`src/rtl/alu_hex_ctrl_if.sv`:
```
// Bus bundle between alu_hex_ctrl and its environment (keys, operand entry, external ALU, display).
interface alu_hex_ctrl_if #(
    parameter int unsigned DATA_W  = 32,
    parameter int unsigned NDIGITS = 8
);
    logic [2:0]           key_n;
    logic [DATA_W-1:0]    din;
    logic [3:0]           op_in;
    logic [DATA_W-1:0]    alu_a;
    logic [DATA_W-1:0]    alu_b;
    logic [3:0]           alu_op;
    logic [DATA_W-1:0]    alu_o;
    logic                 alu_neg;
    logic                 alu_of;
    logic                 alu_zero;
    logic [NDIGITS*7-1:0] hex;
    logic [2:0]           flags;
    logic [1:0]           state;

    // Environment side: drives keys, operand entry and ALU result.
    modport master (
        output key_n, din, op_in, alu_o, alu_neg, alu_of, alu_zero,
        input  alu_a, alu_b, alu_op, hex, flags, state
    );

    // Controller side.
    modport slave (
        input  key_n, din, op_in, alu_o, alu_neg, alu_of, alu_zero,
        output alu_a, alu_b, alu_op, hex, flags, state
    );
endinterface

```
`src/rtl/alu_hex_ctrl.sv`:
```
// Key-driven operand/opcode controller for an external ALU with a 7-segment hex readout.
module alu_hex_ctrl #(
    parameter int unsigned DATA_W   = 32,
    parameter int unsigned NDIGITS  = 8,
    parameter int unsigned DEB_CYC  = 16,
    parameter int unsigned BLINK_W  = 22,
    parameter int unsigned LZ_BLANK = 1
) (
    input  logic          clk,
    input  logic          rst,
    alu_hex_ctrl_if.slave bus
);

    localparam int unsigned NKEY     = 3;
    localparam int unsigned DIG_USED = DATA_W / 4;
    localparam int unsigned CNT_W    = (DEB_CYC > 1) ? $clog2(DEB_CYC) : 1;
    localparam int unsigned HEX_W    = NDIGITS * 7;

    typedef enum logic [1:0] {
        ST_IDLE = 2'd0,
        ST_EXEC = 2'd1,
        ST_SHOW = 2'd2
    } state_t;

    state_t              r_state;
    state_t              w_state_nxt;

    logic [NKEY-1:0]     r_sync1;
    logic [NKEY-1:0]     r_sync2;
    logic [NKEY-1:0]     w_key_raw;
    logic [NKEY-1:0]     r_deb_lvl;
    logic [CNT_W-1:0]    r_deb_cnt [NKEY];
    logic [NKEY-1:0]     r_armed;
    logic [NKEY-1:0]     r_press;

    logic                w_load_a;
    logic                w_load_b;
    logic                w_exec;
    logic                w_any_load;
    logic                w_cap_a;
    logic                w_cap_b;
    logic                w_cap_op;
    logic                w_cap_res;

    logic [DATA_W-1:0]   r_alu_a;
    logic [DATA_W-1:0]   r_alu_b;
    logic [3:0]          r_alu_op;
    logic [DATA_W-1:0]   r_result;
    logic [2:0]          r_flags;
    logic [BLINK_W-1:0]  r_blink;
    logic [HEX_W-1:0]    r_hex;

    logic [DATA_W-1:0]   w_src;
    logic                w_blank_all;
    int unsigned         w_msd;
    logic [HEX_W-1:0]    w_hex_nxt;

    function automatic logic [6:0] seg7(input logic [3:0] n);
        case (n)
            4'h0:    seg7 = 7'b1000000;
            4'h1:    seg7 = 7'b1111001;
            4'h2:    seg7 = 7'b0100100;
            4'h3:    seg7 = 7'b0110000;
            4'h4:    seg7 = 7'b0011001;
            4'h5:    seg7 = 7'b0010010;
            4'h6:    seg7 = 7'b0000010;
            4'h7:    seg7 = 7'b1111000;
            4'h8:    seg7 = 7'b0000000;
            4'h9:    seg7 = 7'b0010000;
            4'hA:    seg7 = 7'b0001000;
            4'hB:    seg7 = 7'b0000011;
            4'hC:    seg7 = 7'b0100111;
            4'hD:    seg7 = 7'b0100001;
            4'hE:    seg7 = 7'b0000110;
            4'hF:    seg7 = 7'b0001110;
            default: seg7 = 7'b1111111;
        endcase
    endfunction

    // Raw keys as active-high "pressed" after the synchronizer.
    assign w_key_raw = ~r_sync2;

    // Synchronize, debounce and edge-detect each key. Synchronizer resets to the
    // pressed level so a key held through reset never looks released and never arms.
    always_ff @(posedge clk or posedge rst) begin
        if (rst) begin
            r_sync1   <= '0;
            r_sync2   <= '0;
            r_deb_lvl <= '0;
            r_armed   <= '0;
            r_press   <= '0;
            for (int k = 0; k < NKEY; k++) begin
                r_deb_cnt[k] <= '0;
            end
        end else begin
            r_sync1 <= bus.key_n;
            r_sync2 <= r_sync1;
            for (int k = 0; k < NKEY; k++) begin
                r_press[k] <= 1'b0;
                if (w_key_raw[k] == r_deb_lvl[k]) begin
                    r_deb_cnt[k] <= '0;
                    if (!w_key_raw[k]) begin
                        r_armed[k] <= 1'b1;
                    end
                end else if (r_deb_cnt[k] == CNT_W'(DEB_CYC - 1)) begin
                    r_deb_lvl[k] <= w_key_raw[k];
                    r_deb_cnt[k] <= '0;
                    r_press[k]   <= w_key_raw[k] & r_armed[k];
                end else begin
                    r_deb_cnt[k] <= r_deb_cnt[k] + CNT_W'(1);
                end
            end
        end
    end

    assign w_load_a   = r_press[0];
    assign w_load_b   = r_press[1];
    assign w_exec     = r_press[2];
    assign w_any_load = w_load_a | w_load_b;

    // FSM state register.
    always_ff @(posedge clk or posedge rst) begin
        if (rst) begin
            r_state <= ST_IDLE;
        end else begin
            r_state <= w_state_nxt;
        end
    end

    // Next state and capture enables; EXEC is a one-cycle slot that ignores keys.
    always_comb begin
        w_state_nxt = r_state;
        w_cap_a     = 1'b0;
        w_cap_b     = 1'b0;
        w_cap_op    = 1'b0;
        w_cap_res   = 1'b0;
        case (r_state)
            ST_IDLE: begin
                w_cap_a = w_load_a;
                w_cap_b = w_load_b;
                if (w_exec && !w_any_load) begin
                    w_cap_op    = 1'b1;
                    w_state_nxt = ST_EXEC;
                end
            end
            ST_EXEC: begin
                w_cap_res   = 1'b1;
                w_state_nxt = ST_SHOW;
            end
            ST_SHOW: begin
                w_cap_a = w_load_a;
                w_cap_b = w_load_b;
                if (w_any_load) begin
                    w_state_nxt = ST_IDLE;
                end else if (w_exec) begin
                    w_cap_op    = 1'b1;
                    w_state_nxt = ST_EXEC;
                end
            end
            default: begin
                w_state_nxt = ST_IDLE;
            end
        endcase
    end

    // Operand, opcode, result and flag registers plus the free-running blink counter.
    always_ff @(posedge clk or posedge rst) begin
        if (rst) begin
            r_alu_a  <= '0;
            r_alu_b  <= '0;
            r_alu_op <= '0;
            r_result <= '0;
            r_flags  <= '0;
            r_blink  <= '0;
        end else begin
            r_blink <= r_blink + BLINK_W'(1);
            if (w_cap_a) begin
                r_alu_a <= bus.din;
            end
            if (w_cap_b) begin
                r_alu_b <= bus.din;
            end
            if (w_cap_op) begin
                r_alu_op <= bus.op_in;
            end
            if (w_cap_res) begin
                r_result <= bus.alu_o;
                r_flags  <= {bus.alu_zero, bus.alu_of, bus.alu_neg};
            end
        end
    end

    assign w_src       = (r_state == ST_SHOW) ? r_result : bus.din;
    assign w_blank_all = (r_state == ST_SHOW) && r_flags[1] && r_blink[BLINK_W-1];

    // Segment pattern for the current display source, with leading-zero and overflow-blink blanking.
    always_comb begin
        w_msd     = 0;
        w_hex_nxt = '1;
        for (int unsigned i = 0; i < DIG_USED; i++) begin
            if (w_src[4*i +: 4] != 4'd0) begin
                w_msd = i;
            end
        end
        if (!w_blank_all) begin
            for (int unsigned i = 0; i < DIG_USED; i++) begin
                if ((LZ_BLANK == 0) || (i <= w_msd)) begin
                    w_hex_nxt[7*i +: 7] = seg7(w_src[4*i +: 4]);
                end
            end
        end
    end

    // Registered segment drive.
    always_ff @(posedge clk or posedge rst) begin
        if (rst) begin
            r_hex <= '1;
        end else begin
            r_hex <= w_hex_nxt;
        end
    end

    assign bus.alu_a  = r_alu_a;
    assign bus.alu_b  = r_alu_b;
    assign bus.alu_op = r_alu_op;
    assign bus.hex    = r_hex;
    assign bus.flags  = r_flags;
    assign bus.state  = r_state;

endmodule

```
`src/flat_wrapper.sv`:
```
// flat-port wrapper written by rule: the top's interface ports become plain ports
module alu_hex_ctrl_flat 
#(
    parameter int unsigned DATA_W   = 32,
    parameter int unsigned NDIGITS  = 8,
    parameter int unsigned DEB_CYC  = 16,
    parameter int unsigned BLINK_W  = 22,
    parameter int unsigned LZ_BLANK = 1
)
  (clk, rst, bus_key_n, bus_din, bus_op_in, bus_alu_o, bus_alu_neg, bus_alu_of, bus_alu_zero, bus_alu_a, bus_alu_b, bus_alu_op, bus_hex, bus_flags, bus_state);
  alu_hex_ctrl_if #(.DATA_W(DATA_W), .NDIGITS(NDIGITS)) bus_i ();
  input  logic clk;
  input  logic rst;
  input wire logic [$bits(bus_i.key_n)-1:0] bus_key_n;
  input wire logic [$bits(bus_i.din)-1:0] bus_din;
  input wire logic [$bits(bus_i.op_in)-1:0] bus_op_in;
  input wire logic [$bits(bus_i.alu_o)-1:0] bus_alu_o;
  input wire logic [$bits(bus_i.alu_neg)-1:0] bus_alu_neg;
  input wire logic [$bits(bus_i.alu_of)-1:0] bus_alu_of;
  input wire logic [$bits(bus_i.alu_zero)-1:0] bus_alu_zero;
  output wire logic [$bits(bus_i.alu_a)-1:0] bus_alu_a;
  output wire logic [$bits(bus_i.alu_b)-1:0] bus_alu_b;
  output wire logic [$bits(bus_i.alu_op)-1:0] bus_alu_op;
  output wire logic [$bits(bus_i.hex)-1:0] bus_hex;
  output wire logic [$bits(bus_i.flags)-1:0] bus_flags;
  output wire logic [$bits(bus_i.state)-1:0] bus_state;
  assign bus_i.key_n = bus_key_n;
  assign bus_i.din = bus_din;
  assign bus_i.op_in = bus_op_in;
  assign bus_i.alu_o = bus_alu_o;
  assign bus_i.alu_neg = bus_alu_neg;
  assign bus_i.alu_of = bus_alu_of;
  assign bus_i.alu_zero = bus_alu_zero;
  assign bus_alu_a = bus_i.alu_a;
  assign bus_alu_b = bus_i.alu_b;
  assign bus_alu_op = bus_i.alu_op;
  assign bus_hex = bus_i.hex;
  assign bus_flags = bus_i.flags;
  assign bus_state = bus_i.state;
  alu_hex_ctrl #(.DATA_W(DATA_W), .NDIGITS(NDIGITS), .DEB_CYC(DEB_CYC), .BLINK_W(BLINK_W), .LZ_BLANK(LZ_BLANK)) u_core (.clk(clk), .rst(rst), .bus(bus_i));
endmodule
```
`config.mk`:
```
export PLATFORM = sky130hd
export DESIGN_NAME = alu_hex_ctrl_flat
export DESIGN_NICKNAME = d
export VERILOG_FILES = /design/src/rtl/alu_hex_ctrl_if.sv /design/src/rtl/alu_hex_ctrl.sv /design/src/flat_wrapper.sv
export SDC_FILE = /design/constraint.sdc
export NUM_CORES = 1
export LEC_CHECK = 0
export CORE_MARGIN = 2
export CORE_UTILIZATION = 52
export DETAILED_ROUTE_END_ITERATION = 12
export PLACE_DENSITY = 0.81
export SLEW_MARGIN = 5
export SYNTH_ARGS = -nofsm -noshare
export SYNTH_HDL_FRONTEND = slang
export SYNTH_SLANG_ARGS = --single-unit
```
`constraint.sdc`:
```
create_clock -name clk -period 8.45 [get_ports clk]
set_clock_uncertainty 0.1 [all_clocks]
set_input_delay 2.1125 -clock clk [delete_from_list [all_inputs] [get_ports clk]]
set_output_delay 2.1125 -clock clk [all_outputs]
set_load 0.01 [all_outputs]
```
==> impl_summary.log <==
[metrics] Final Power: 2.45 mW
[metrics] Detailed Place HPWL: 15500 µm
[metrics] number of synthesized flops with an enable pin: 0
[metrics] first-pass GRT wire length: 36900 µm
[metrics] total routed wire length on the met1 layer: 9710 µm
[metrics] total number of H-tree levels: 1
[metrics] proportion of power drawn by the clock network: 0.427
[metrics] Initial Utilization: 0.531
[metrics] gate count after technology mapping: 761
[metrics] insertion delay of the later-clocked pin in the worst-skew pair: 510 ps
[metrics] Die Span X: 142 µm
[metrics] dominant delay contributor by cell family on the critical path: simple AND/OR/NAND/NOR gates
[metrics] top fanout value on the critical path: 7
[metrics] maximum number of pins on one net before global-route repair: 150
[metrics] distinct cell type count of the synthesized netlist: 55
[metrics] slowest stage cell, crit path: sky130_fd_sc_hd__nor4_1
[metrics] GRT overflow: 0
[metrics] fin. max-slew vios: 0
[metrics] Antenna diodes: 0
[metrics] clock slew seen by the registers of the worst setup and hold paths: 60 ps
[metrics] leading area contributor after synthesis: sky130_fd_sc_hd__dfrtp_1
[metrics] part of the total power dissipated in sequential elements: 0.450
[metrics] period utilization: 0.524
[metrics] Setup TNS Final: 0 ps
[metrics] # Max-Cap Violations: 0
[metrics] Die Y-Extent: 142 µm
[metrics] drc violations: 0
[metrics] result of the run: completed
[metrics] via count of the first global-routing pass: 7014
[metrics] CTS buffer count: 24
[metrics] post-CTS resize count: 0
[metrics] crit end category: flop
[metrics] data arrival time of the worst path: 4750 ps
[metrics] class of the most critical setup path: input pin to flop
[metrics] number of primary I/O pins: 205
[metrics] synth cell count leaders: sky130_fd_sc_hd__dfrtp_1, sky130_fd_sc_hd__mux2_2, sky130_fd_sc_hd__dfstp_2
[metrics] number of setup buffers added after CTS: 0
[metrics] post-detailed-route count of antenna-violating nets: 0
[metrics] GRT Resource Usage Total: 0.228
[metrics] cell with the most instances after synthesis: sky130_fd_sc_hd__dfrtp_1
[metrics] area growth from synthesis to layout: 30.5%
[metrics] fillcell total: 1383
[metrics] leakage power summed over all cells: 5.71 nW
[metrics] FF/Latch Area: 5330 µm²
[metrics] VDD IR-drop max: 0.169 mV
[metrics] top flip-flop cell by instance count after synthesis: sky130_fd_sc_hd__dfrtp_1
[metrics] minimum clock period: 4420 ps
[metrics] number of clock sinks seen by CTS: 210
[metrics] clock tree from TritonCTS: done
[metrics] number of failing setup endpoints in the final timing report: 0
[metrics] most used cell along the critical path: sky130_fd_sc_hd__nand3_1
[metrics] ys async rst share: 1.00
[metrics] cell breakdown of the critical path: clkdlybuf4s50_1, mux2i_1, ha_1, nand3_1, nor4_1, nand3_1, nand3_1
[metrics] total power per unit cell area: 188 nW/µm²
[metrics] internal power of the cells: 1.88 mW
[metrics] DR vias/cell: 5.51
[metrics] count of nets after finishing: 1095
[metrics] worst hold path type: flop to flop
[metrics] Clock Root Buffer: sky130_fd_sc_hd__clkbuf_16
[metrics] Seq/Total Area, Yosys: 0.534
[metrics] total met2 wirelength after detailed routing: 11000 µm
[metrics] register bit count reported by yosys: 210
[metrics] final worst-path setup slack: 4030 ps
[metrics] Total Die Area: 20300 µm²
[metrics] unrepaired setup endpoints after global routing: false
[metrics] Switching Share: 0.232
[metrics] Placed Area: 12200 µm²
[metrics] largest stage delay on the critical path: 580 ps
[metrics] number of buffers and inverters on the critical path: 1
[metrics] mean area per synthesized cell: 13.1 µm²
[metrics] Area contributors post-synth: sky130_fd_sc_hd__dfrtp_1, sky130_fd_sc_hd__dfstp_2, sky130_fd_sc_hd__mux2_2
[metrics] number of I/O port buffers: 204
[metrics] share of layout cells above drive strength 1: 0.249
[metrics] critical path launch point type: input pin
[metrics] area of the core region: 18800 µm²
[metrics] required time of the critical path: 8770 ps
[metrics] initial antenna violation count: 0
[metrics] first-pass iteration count of the detailed router: 7
[metrics] Avg WL per Cell: 18.4 µm
[metrics] net switching component of the power: 0.568 mW
[metrics] actual transition at the worst max-transition pin: 1100 ps
[metrics] hold violation count in the final report: 0
[metrics] post-synthesis net count: 888
[metrics] number of hold buffers added after cts: 0
[metrics] maximum operating frequency: 226 MHz
[metrics] multi-input gate area in the final layout: 4390 µm²
[metrics] number of design-rule violations left by the first detailed-router iteration: 430
[metrics] Met3 Wirelength: 1310 µm
[metrics] synthesis warning total: 0
[metrics] placement row count: 50
[metrics] area fraction of the dominant cell type after synthesis: 0.387
[metrics] topmost layer with routed signal wires: met4
[metrics] worst-case headroom to the max-slew limit: 0.266
[metrics] share of power burned in combinational logic: 0.123
[metrics] Routed Wire Length: 22500 µm
[metrics] vias after detailed routing: 6721
[metrics] clock tree buffer depth: 3
[metrics] pre-CTS WS: 3470 ps
[metrics] global placer's final weighted congestion: 0.868
[metrics] final design instance area without fill: 13000 µm²
[metrics] Netlist Area Pre-Place: 9970 µm²
==> area by class of cell <==
cell class | count | share of cell area
flip-flops and latches | 210 | 0.409
multi-input cells | 491 | 0.337
repair buffers | 207 | 0.159
clock buffers | 34 | 0.0538
well taps | 234 | 0.0225
inverters | 34 | 0.0104
clock inverters | 10 | 0.00837
==> registers in the layout, indices dropped and copies added, names as in the netlist <==
name and count:
u_core.r_result 32, u_core.bus.alu_a 32, u_core.r_press 3, u_core.bus.alu_b 32
u_core.r_armed 3, u_core.r_deb_cnt 12, u_core.bus.flags 3, u_core.r_sync1 3
u_core.r_deb_lvl 3, u_core.bus.alu_op 4, u_core.bus.state 2, u_core.r_blink 22
u_core.bus.hex 56, u_core.r_sync2 3
==> power by group through the flow <==
stage | clock, mW | sequential [mW] | combinational [mW]
floorplan | 0 | 1.14 | 0.125
global placement | 0 | 1.12 | 0.297
detailed placement | 0 | 1.12 | 0.303
CTS | 1.07 | 1.10 | 0.305
global route | 1.11 | 1.11 | 0.329
finish | 1.04 | 1.10 | 0.301
==> final timing paths <==
check                                     from             endpoint  slack (ps)  depth (start not counted)
max in group asynchronous                  rst   u_core.r_result[3]        4730                          3
setup / recovery                   bus_din[28]   u_core.bus.hex[16]        4030                          7
min in group asynchronous                  rst  u_core.r_result[17]        2110                          2
hold / removal               u_core.r_sync1[1]    u_core.r_sync2[1]         250                          0
setup reg to reg           u_core.bus.state[0]   u_core.bus.hex[16]        4710                          7
hold reg to reg              u_core.r_sync1[1]    u_core.r_sync2[1]         250                          0
==> layout by cell type, fill, tap and decap left out, types with 11 or more instances in the layout <==
| master | instances |
|---|---|
| sky130_fd_sc_hd__clkdlybuf4s50_1 | 204 |
| sky130_fd_sc_hd__dfrtp_1 | 154 |
| sky130_fd_sc_hd__mux2_2 | 116 |
| sky130_fd_sc_hd__dfstp_2 | 56 |
| sky130_fd_sc_hd__ha_1 | 51 |
| sky130_fd_sc_hd__mux2i_1 | 46 |
| sky130_fd_sc_hd__nand2_1 | 43 |
| sky130_fd_sc_hd__nor2_1 | 35 |
| sky130_fd_sc_hd__inv_1 | 33 |
| sky130_fd_sc_hd__nand3_1 | 27 |
| sky130_fd_sc_hd__clkbuf_16 | 25 |
| sky130_fd_sc_hd__xnor2_1 | 14 |
| sky130_fd_sc_hd__o311ai_0 | 14 |
| sky130_fd_sc_hd__o21ai_0 | 13 |
| sky130_fd_sc_hd__a21oi_1 | 12 |
| sky130_fd_sc_hd__mux4_2 | 11 |
==> worst reg2reg max path: stages (launching register included) <==
cell                      delay [ps]
sky130_fd_sc_hd__dfrtp_1         470
sky130_fd_sc_hd__nor2b_4         760
sky130_fd_sc_hd__mux2i_1         670
sky130_fd_sc_hd__ha_1            310
sky130_fd_sc_hd__nand3_1         140
sky130_fd_sc_hd__nor4_1          580
sky130_fd_sc_hd__nand3_1         420
sky130_fd_sc_hd__nand3_1         210
==> per-stage QoR <==
| stage | hold slack [ps] | util | cells |
|---|---|---|---|
| after detailed placement | 241 | 0.650 | 1176 |
| after global placement | 234 | 0.650 | 1176 |
| after CTS | 254 | 0.693 | 1220 |
| after floorplan | 231 | - | 761 |
| final | 252 | 0.693 | 1220 |
| after global routing | 254 | 0.693 | 1220 |
==> per-layer routing <==
layer | track usage | vias to the layer above
li1 | - | 3131
met1 | 0.308 | 3374
met2 | 0.377 | 178
met3 | 0.0485 | 38
met4 | 0.0578 | 0
met5 | 0 | -
==> logic make-up (layout without fill, tap and decap cells) <==
group / after synthesis / after routing / synth area share
buffers and inverters: 60 / 285 / 0.0276
DFF: 210 / 210 / 0.534
AOI/OAI and AO/OA: 70 / 70 / 0.0516
muxes: 181 / 181 / 0.218
adders and majority gates: 51 / 51 / 0.0640
xor gates and xnor gates: 23 / 23 / 0.0202
and+or+nand+nor: 166 / 166 / 0.0841
Note: power is estimated with default switching activity, not from simulation.
